===== src/rtl/instr_fetch_unit.sv =====
// Fetch unit: issues one outstanding imem request at a time from the PC and buffers responses for decode.
// Latency: request 1 cycle after IDLE, response pushed the cycle it arrives, head visible the next cycle.
// Backpressure: stops requesting when the buffer would be full; pc_hold keeps the PC still until a request is accepted.
module instr_fetch_unit #(
  parameter int WIDTH = 32,
  parameter int DEPTH = 2
) (
  input  logic             clk,
  input  logic             reset,
  input  logic [WIDTH-1:0] pc_in,
  output logic             pc_hold,
  input  logic             flush,
  output logic             imem_req_valid,
  output logic [WIDTH-1:0] imem_req_addr,
  input  logic             imem_req_ready,
  input  logic             imem_rsp_valid,
  input  logic [WIDTH-1:0] imem_rsp_data,
  output logic             inst_valid,
  output logic [WIDTH-1:0] inst_data,
  output logic [WIDTH-1:0] inst_pc,
  input  logic             inst_ready
);

  localparam int AW = $clog2(DEPTH);
  localparam int CW = AW + 1;

  localparam logic [1:0] IDLE = 2'd0;
  localparam logic [1:0] REQ  = 2'd1;
  localparam logic [1:0] WAIT = 2'd2;

  logic [1:0]       state;
  logic [1:0]       state_nxt;
  logic             drop;
  logic [WIDTH-1:0] req_pc;

  logic [WIDTH-1:0] mem_pc   [DEPTH];
  logic [WIDTH-1:0] mem_data [DEPTH];
  logic [AW-1:0]    wr_ptr;
  logic [AW-1:0]    rd_ptr;
  logic [CW-1:0]    count;
  logic [CW-1:0]    count_nxt;

  logic hs;
  logic push;
  logic pop;
  logic room_nxt;

  // Request is presented only in REQ; the address follows the PC, which is held until the handshake.
  assign imem_req_valid = (state == REQ);
  assign imem_req_addr  = imem_req_valid ? pc_in : '0;
  assign hs             = imem_req_valid && imem_req_ready;

  // PC steps exactly once per accepted request, or loads the redirect target on flush.
  assign pc_hold = !(hs || flush);

  // A response is kept only if it belongs to a request issued since the last redirect.
  assign push       = (state == WAIT) && imem_rsp_valid && !drop && !flush;
  assign inst_valid = (count != '0);
  assign pop        = inst_valid && inst_ready && !flush;
  assign inst_data  = mem_data[rd_ptr];
  assign inst_pc    = mem_pc[rd_ptr];

  // Occupancy after this cycle's push/pop; flush empties the buffer outright.
  always_comb begin
    count_nxt = count;
    if (flush) count_nxt = '0;
    else       count_nxt = count + CW'(push) - CW'(pop);
  end

  assign room_nxt = (count_nxt < CW'(DEPTH));

  // Next-state: a new request is only started when its response is guaranteed a slot.
  always_comb begin
    state_nxt = state;
    case (state)
      IDLE: if (!flush && (count < CW'(DEPTH))) state_nxt = REQ;
      REQ: begin
        if (hs)         state_nxt = WAIT;
        else if (flush) state_nxt = IDLE;
      end
      WAIT: begin
        if (imem_rsp_valid) state_nxt = (room_nxt && !flush) ? REQ : IDLE;
      end
      default: state_nxt = IDLE;
    endcase
  end

  // State register plus the drop flag that marks the outstanding response as stale after a redirect.
  always_ff @(posedge clk or negedge reset) begin
    if (!reset) begin
      state  <= IDLE;
      drop   <= 1'b0;
      req_pc <= '0;
    end else begin
      state <= state_nxt;
      if (hs) begin
        req_pc <= imem_req_addr;
        drop   <= flush;
      end else if (state == WAIT) begin
        if (imem_rsp_valid) drop <= 1'b0;
        else if (flush)     drop <= 1'b1;
      end
    end
  end

  // Instruction buffer: circular storage of {pc, instruction}, pointers wrap naturally at DEPTH.
  always_ff @(posedge clk or negedge reset) begin
    if (!reset) begin
      wr_ptr <= '0;
      rd_ptr <= '0;
      count  <= '0;
      for (int i = 0; i < DEPTH; i++) begin
        mem_pc[i]   <= '0;
        mem_data[i] <= '0;
      end
    end else if (flush) begin
      wr_ptr <= '0;
      rd_ptr <= '0;
      count  <= '0;
    end else begin
      if (push) begin
        mem_pc[wr_ptr]   <= req_pc;
        mem_data[wr_ptr] <= imem_rsp_data;
        wr_ptr           <= wr_ptr + 1'b1;
      end
      if (pop) rd_ptr <= rd_ptr + 1'b1;
      count <= count_nxt;
    end
  end

endmodule

===== config.mk =====
export PLATFORM = sky130hd
export DESIGN_NAME = instr_fetch_unit
export DESIGN_NICKNAME = d
export VERILOG_FILES = /design/src/rtl/instr_fetch_unit.sv
export SDC_FILE = /design/constraint.sdc
export NUM_CORES = 1
export LEC_CHECK = 0
export CAP_MARGIN = 20
export CORE_MARGIN = 5
export CORE_UTILIZATION = 31
export CTS_CLUSTER_DIAMETER = 60
export DETAILED_ROUTE_END_ITERATION = 6
export HOLD_SLACK_MARGIN = 0.12
export MAX_ROUTING_LAYER = met4
export PLACE_DENSITY_LB_ADDON = 0.05
export RECOVER_POWER = 100
export SYNTH_ARGS = -nofsm -noshare
export SYNTH_HDL_FRONTEND = slang
export SYNTH_SLANG_ARGS = --single-unit
export TNS_END_PERCENT = 50

===== constraint.sdc =====
create_clock -name clk -period 2.7 [get_ports clk]
set_input_delay 0.405 -clock clk [delete_from_list [all_inputs] [get_ports clk]]
set_output_delay 0.405 -clock clk [all_outputs]
set_load 0.01 [all_outputs]

Yosys cells after proc, flatten, opt, wreduce, memory -nomap -nowiden --
Cells that the tools add are included.
Word-level totals: register bits after elaboration 167, input bits 70, output and inout bits 99, logic and storage cells 76
Cells by class: add/sub/neg operators 4, $lt $le $gt $ge 5, equal/unequal tests 5, muxes and demuxes 27, bitwise gates (word level) 3, reduce and logical (&&, ||, !) cells 22
Operators by type and width (number):
- 32-bit two-way mux | 8
- 64-bit bitwise mux | 2
- 32-bit demux with 1-bit select | 1
- 2-bit two-way mux | 6
- 1-bit logical AND | 9
- 1-bit two-way mux | 9
- 2-bit nonzero test | 4
- 2-bit one-hot mux with 3 select lines | 1
- 2-bit >= comparator, second input constant | 2
- 2-bit < comparator, second input constant | 2
- 2-bit != test, second input constant | 2
- 1-bit NOT with 2-bit output | 2
- 2-bit AND reduction | 2
- 1-bit zero test | 3
- 3-bit by 2-bit != test with 1-bit output, second input constant | 1
- 3-bit AND reduction | 1
- 3-bit nonzero test | 1
- 1-bit adder, second input constant | 2
- 2-bit by 1-bit adder with 2-bit output | 1
- 2-bit by 1-bit == test with 1-bit output, second input constant | 1
- 2-bit == test, second input constant | 1
- 2-bit zero test | 1
- 2-bit by 1-bit < comparator with 1-bit output, second input constant | 1
- 2-bit by 1-bit subtractor with 2-bit output | 1
- 2 further kinds | 2

Depth between registers and ports, before layout --
depth in word-level cells 12, gate-level depth with buffers 9, depth with buffers taken out 8

Worst setup path after synthesis --
OpenSTA, ideal clock, no wires.
kind register -> register, start register state[0], end register state[0], library setup time 0.122 ns, arrival time 1.809 ns, required time 2.578 ns, slack 0.770 ns, stages on the path, launching flop included 10, path buffers 1, period minus slack after synthesis 1.930 ns, cells stage by stage dfrtp_1 > buf_6 > and4bb_4 > nand2b_1 > ha_1 > inv_1 > ha_1 > xor2_1 > xnor2_1 > a32o_1
On the way: cells in the longest elaborated chain, start to end 12, elaborated cells between the ends (all ways) 20, classes of those cells 2 x add/sub; 1 x order compare; 5 x eq/ne; 5 x mux; 7 x reduce/logical
RTL lines:
- from (decl) | line 31 | logic [1:0] state;
- from (signal assigned) | line 95 | state <= state_nxt;
- 2-bit == test | line 57, 75
- 1-bit logical AND (3 in a row) | line 57 | assign push = (state == WAIT) && imem_rsp_valid && !drop && !flush;
- 2-bit by 1-bit adder with 2-bit output | line 67 | else count_nxt = count + CW'(push) - CW'(pop);
- 2-bit by 1-bit subtractor with 2-bit output | line 67
- 2-bit two-way mux | line 66 | if (flush) count_nxt = '0;
- 2-bit < comparator | line 70 | assign room_nxt = (count_nxt < CW'(DEPTH));
- 1-bit logical AND | line 82 | if (imem_rsp_valid) state_nxt = (room_nxt && !flush) ? REQ : IDLE;
- 1-bit two-way mux | line 82
- 2-bit two-way mux | line 82
- 2-bit one-hot mux with 3 select lines | line 75 | case (state)
Several ways; a longest one is shown, not always the timed one. The select of a mux whose other input is x is not followed. A chain may end at the register's enable or synchronous reset.

Worst setup path after layout --
start register rd_ptr, end output inst_pc[7]
On the way: cells in the longest elaborated chain, start to end 4
RTL lines:
- from (decl) | line 39 | logic [AW-1:0] rd_ptr;
- from (signal assigned) | line 126 | if (pop) rd_ptr <= rd_ptr + 1'b1;
- 1-bit NOT with 2-bit output (implied by the code) | line 61 | assign inst_pc = mem_pc[rd_ptr];
- 32-bit two-way mux (implied by the code) (3 in a row) | line 61
- to (decl) | line 20 | output logic [WIDTH-1:0] inst_pc,
Every way passes these cells. The select of a mux whose other input is x is not followed.

==> flow_results.xml <==
<?xml version="1.0" encoding="UTF-8"?>
<metrics>
  <group name="grt">
    <metric name="grtUsageTotal" unit="%">13.4</metric>
    <metric name="grt_pass1_vias" unit="">5136</metric>
    <metric name="global_route_wire_length_before_repair" unit="um">28900</metric>
    <metric name="grt_start_max_net_pins" unit="">65</metric>
    <metric name="gr-total-overflow" unit="">0</metric>
    <metric name="antenna_found_initial" unit="">0</metric>
  </group>
  <group name="sta">
    <metric name="report.final.setup_viol" unit="">0</metric>
    <metric name="timing_worst_slew_pin_value" unit="ns">1.65</metric>
    <metric name="fin_worst_skew" unit="ns">0.00999</metric>
    <metric name="report.final.hold_viol_count" unit="">0</metric>
    <metric name="timing.final.crit_period" unit="ns">2.60</metric>
    <metric name="drv_slew" unit="">64</metric>
    <metric name="timing.slew.headroom" unit="%">-9.70</metric>
    <metric name="unrepaired_setup_endpoints_after_global_routing" unit="">false</metric>
    <metric name="final_tns_setup" unit="ns">0</metric>
    <metric name="maxClockFrequency" unit="GHz">0.385</metric>
    <metric name="period_share" unit="%">96.2</metric>
  </group>
  <group name="die">
    <metric name="die_height" unit="um">166</metric>
    <metric name="die_area" unit="sq um">27500</metric>
    <metric name="initial_utilization" unit="%">31.3</metric>
    <metric name="boundaryPins" unit="">169</metric>
    <metric name="design.core.area" unit="sq um">24100</metric>
    <metric name="fp.dieW" unit="um">166</metric>
    <metric name="row_count" unit="">57</metric>
  </group>
  <group name="clock_tree">
    <metric name="clock_transition_at_the_register_clock_pins_on_the_worst_setup_and_hold_paths_after_cts" unit="ns">0.06</metric>
    <metric name="clockBufferDepth" unit="">2</metric>
    <metric name="cts-buffers-inserted" unit="">17</metric>
    <metric name="clock_insertion_delay_worst_skew" unit="ns">0.41</metric>
    <metric name="clock_tree.htree_level_count" unit="">4</metric>
    <metric name="sink_count" unit="">167</metric>
    <metric name="postCtsSetupBuffers" unit="">0</metric>
    <metric name="tritoncts" unit="">yes</metric>
    <metric name="cts_root_buffer" unit="">sky130_fd_sc_hd__clkbuf_16</metric>
  </group>
  <group name="worst_hold_path">
    <metric name="worstHoldPathType" unit="">reg2reg</metric>
  </group>
  <group name="drt">
    <metric name="routedLengthMet1" unit="um">8060</metric>
    <metric name="drt.antenna.violating_nets" unit="">0</metric>
    <metric name="route.vias.total" unit="">4472</metric>
    <metric name="post_drt_via_cell_ratio" unit="">4.51</metric>
    <metric name="route.top_layer_used" unit="">met4</metric>
    <metric name="routed_len_inst" unit="um">17.4</metric>
    <metric name="dr_wl_met3" unit="um">610</metric>
    <metric name="first_pass_iters" unit="">4</metric>
    <metric name="met2_length" unit="um">8410</metric>
    <metric name="remaining_drc_errors" unit="">0</metric>
    <metric name="totalWireLength" unit="um">17300</metric>
    <metric name="drt-initial-drc-count" unit="">130</metric>
  </group>
  <group name="synth">
    <metric name="combinational_family_with_the_most_area_after_synthesis" unit="">multiplexers</metric>
    <metric name="synth_nets" unit="">557</metric>
    <metric name="post_synth_inst_count" unit="">485</metric>
    <metric name="post_synth_xor_xnor_area" unit="%">0.465</metric>
    <metric name="synthDistinctLibCells" unit="">26</metric>
    <metric name="complex_gate_fraction_of_the_synthesized_area" unit="%">0.697</metric>
    <metric name="synth.ff_latch_count" unit="">167</metric>
    <metric name="synthMuxAreaShare" unit="%">36.6</metric>
    <metric name="yosys_warnings" unit="">0</metric>
    <metric name="synth_area_per_cell" unit="sq um">15.5</metric>
    <metric name="netlist_area" unit="sq um">7540</metric>
    <metric name="yosysSeqAreaShare" unit="%">55.4</metric>
    <metric name="share_of_synthesized_cell_area_in_and_or_nand_and_nor_gates" unit="%">3.98</metric>
    <metric name="synth-adder-area-share" unit="%">0.332</metric>
  </group>
  <group name="run">
    <metric name="max-cap-violations" unit="">1</metric>
  </group>
  <group name="layout">
    <metric name="layout_common_cells" unit="">166 x sky130_fd_sc_hd__dfrtp_1, 152 x sky130_fd_sc_hd__mux2_2, 152 x sky130_fd_sc_hd__clkdlybuf4s50_1</metric>
    <metric name="stdcell_area" unit="sq um">9950</metric>
    <metric name="synthToLayoutAreaGrowth" unit="%">32.0</metric>
    <metric name="fill_cells" unit="">2311</metric>
    <metric name="design.final.nets" unit="">728</metric>
    <metric name="ratio_of_cells_with_drive_above_1_in_the_final_layout" unit="%">30.4</metric>
    <metric name="mostFrequentLayoutCell" unit="">sky130_fd_sc_hd__dfrtp_1</metric>
    <metric name="n_antenna_cell" unit="">0</metric>
  </group>
  <group name="status">
    <metric name="outcome" unit="">finished with violations</metric>
    <metric name="violations" unit="">capacitance limit, slew limit</metric>
  </group>
  <group name="power_and_ir_drop">
    <metric name="power.density" unit="nW/um^2">945</metric>
    <metric name="p_leak" unit="nW">4.54</metric>
    <metric name="worst_ir_drop_vdd" unit="mV">0.436</metric>
  </group>
  <group name="place">
    <metric name="dp_hpwl" unit="um">11400</metric>
    <metric name="gp_congestion" unit="">0.718</metric>
    <metric name="detailed_place.area" unit="sq um">9640</metric>
    <metric name="numPortBuffers" unit="">168</metric>
  </group>
  <group name="setup_path">
    <metric name="critical_path_arrival" unit="ns">2.19</metric>
    <metric name="cp-start-kind" unit="">register</metric>
    <metric name="stage_delay_of_the_slowest_cell_on_the_critical_path" unit="ns">0.62</metric>
    <metric name="worstSetupEndpointType" unit="">primary output</metric>
    <metric name="crit_path_max_fanout" unit="">25</metric>
    <metric name="criticalPathCategory" unit="">reg2out</metric>
    <metric name="crit_slowest_cell" unit="">sky130_fd_sc_hd__dfrtp_4</metric>
    <metric name="worst_ep_required_time" unit="ns">2.30</metric>
    <metric name="timing.critical_path.cells" unit="">buf_12 -&gt; mux2_1 -&gt; clkdlybuf4s50_1</metric>
  </group>
</metrics>
## power breakdown
part,switching [mW],internal (mW),total (mW)
sequential,0.427,3.29,3.72
clock,1.03,1.42,2.45
combinational,1.20,2.04,3.24
total,2.65,6.75,9.41
## final timing paths
path | start | endpoint | slack, ns | cells after the start
min in group asynchronous | reset | mem_data[56] | 0.93 | 2
max | rd_ptr | inst_pc[7] | 0.10 | 3
min reg2reg | mem_data[16] | mem_data[16] | 0.49 | 1
max reg2reg | state[0] | mem_pc[22] | 0.37 | 4
min | mem_data[16] | mem_data[16] | 0.49 | 1
max in group asynchronous | reset | mem_pc[49] | 0.46 | 3
## per-layer routing
metal	track usage, %	vias up
met5	-	-
met4	3.62	0
met3	2.86	11
met2	21.3	109
met1	17.5	2294
li1	-	2058
## area by class of cell
class | instances | area, sq um | area share [%]
tap | 324 | 405 | 4.07
clock inverter | 12 | 140 | 1.41
sequential | 167 | 4180 | 42.0
multi-input combinational | 288 | 2960 | 29.8
inverter | 2 | 7.51 | 0.0754
timing repair buffer | 180 | 1800 | 18.1
clock buffer | 19 | 453 | 4.55
## critical path, delay by kind of cell (launching register included)
kind	cells	cell delay [ns]
mux	1	0.39
flops	1	0.62
buf+inv	2	0.76
## repair_timing
item                                   CTS  global route
resized for setup                        0             0
endpoints found under the hold margin   61             0
hold buffers                             1             0
## Yosys cell counts
master	instances	share of area, %
sky130_fd_sc_hd__mux2_2	164	24
sky130_fd_sc_hd__or2_2	1	0.083
sky130_fd_sc_hd__and2_1	32	2.7
sky130_fd_sc_hd__clkbuf_1	6	0.30
sky130_fd_sc_hd__ha_1	2	0.33
sky130_fd_sc_hd__dfrtp_1	167	55
sky130_fd_sc_hd__nor3_1	1	0.066
sky130_fd_sc_hd__mux2i_1	1	0.13
sky130_fd_sc_hd__nand3b_1	2	0.20
sky130_fd_sc_hd__nand2_2	1	0.083
sky130_fd_sc_hd__nor2b_1	3	0.25
sky130_fd_sc_hd__o31ai_1	1	0.10
sky130_fd_sc_hd__buf_6	8	1.2
sky130_fd_sc_hd__xor2_1	2	0.23
sky130_fd_sc_hd__buf_2	14	0.93
sky130_fd_sc_hd__o21ai_0	1	0.066
sky130_fd_sc_hd__nand2_1	1	0.050
sky130_fd_sc_hd__a32o_1	1	0.13
sky130_fd_sc_hd__mux2_4	60	12
sky130_fd_sc_hd__a21oi_1	3	0.20
sky130_fd_sc_hd__a211oi_1	2	0.20
sky130_fd_sc_hd__inv_1	2	0.10
sky130_fd_sc_hd__nand2b_1	1	0.083
sky130_fd_sc_hd__and4bb_4	1	0.22
sky130_fd_sc_hd__xnor2_1	2	0.23
sky130_fd_sc_hd__nor2_1	6	0.30
## metrics by stage
| step | power [mW] | setup WS (ns) | instances | utilization [%] | hold WS [ns] |
|---|---|---|---|---|---|
| 6_report | 9.41 | 0.101 | 992 | 41.3 | 0.489 |
| 5_1_grt | 10.0 | 0.0164 | 992 | 41.3 | 0.508 |
| 4_1_cts | 9.78 | 0.0767 | 992 | 42.5 | 0.505 |
| 3_5_place_dp | 7.25 | 0.306 | 960 | 40.0 | 0.445 |
| 3_3_place_gp | 7.16 | 0.315 | 960 | 40.0 | 0.443 |
| 2_1_floorplan | 5.50 | 0.770 | 485 | - | 0.109 |
## cells by family (layout without fill, tap and decap cells)
kind of cell | after synthesis | after routing
adder cells (fa/ha/maj) | 2 | 2
multiplexers | 225 | 225
AO/OA/AOI/OAI | 8 | 8
AND/OR/NAND/NOR | 49 | 49
XOR/XNOR | 4 | 4
flip-flops | 167 | 167
buffers and inverters | 30 | 213
## state kept, by name, summed over array words and instances (netlist names)
signal / flops
state: 2
drop: 1
req_pc: 32
count: 2
wr_ptr: 1
mem_data: 64
rd_ptr: 1
mem_pc: 64
No activity file was read; power rests on OpenSTA's default activity.
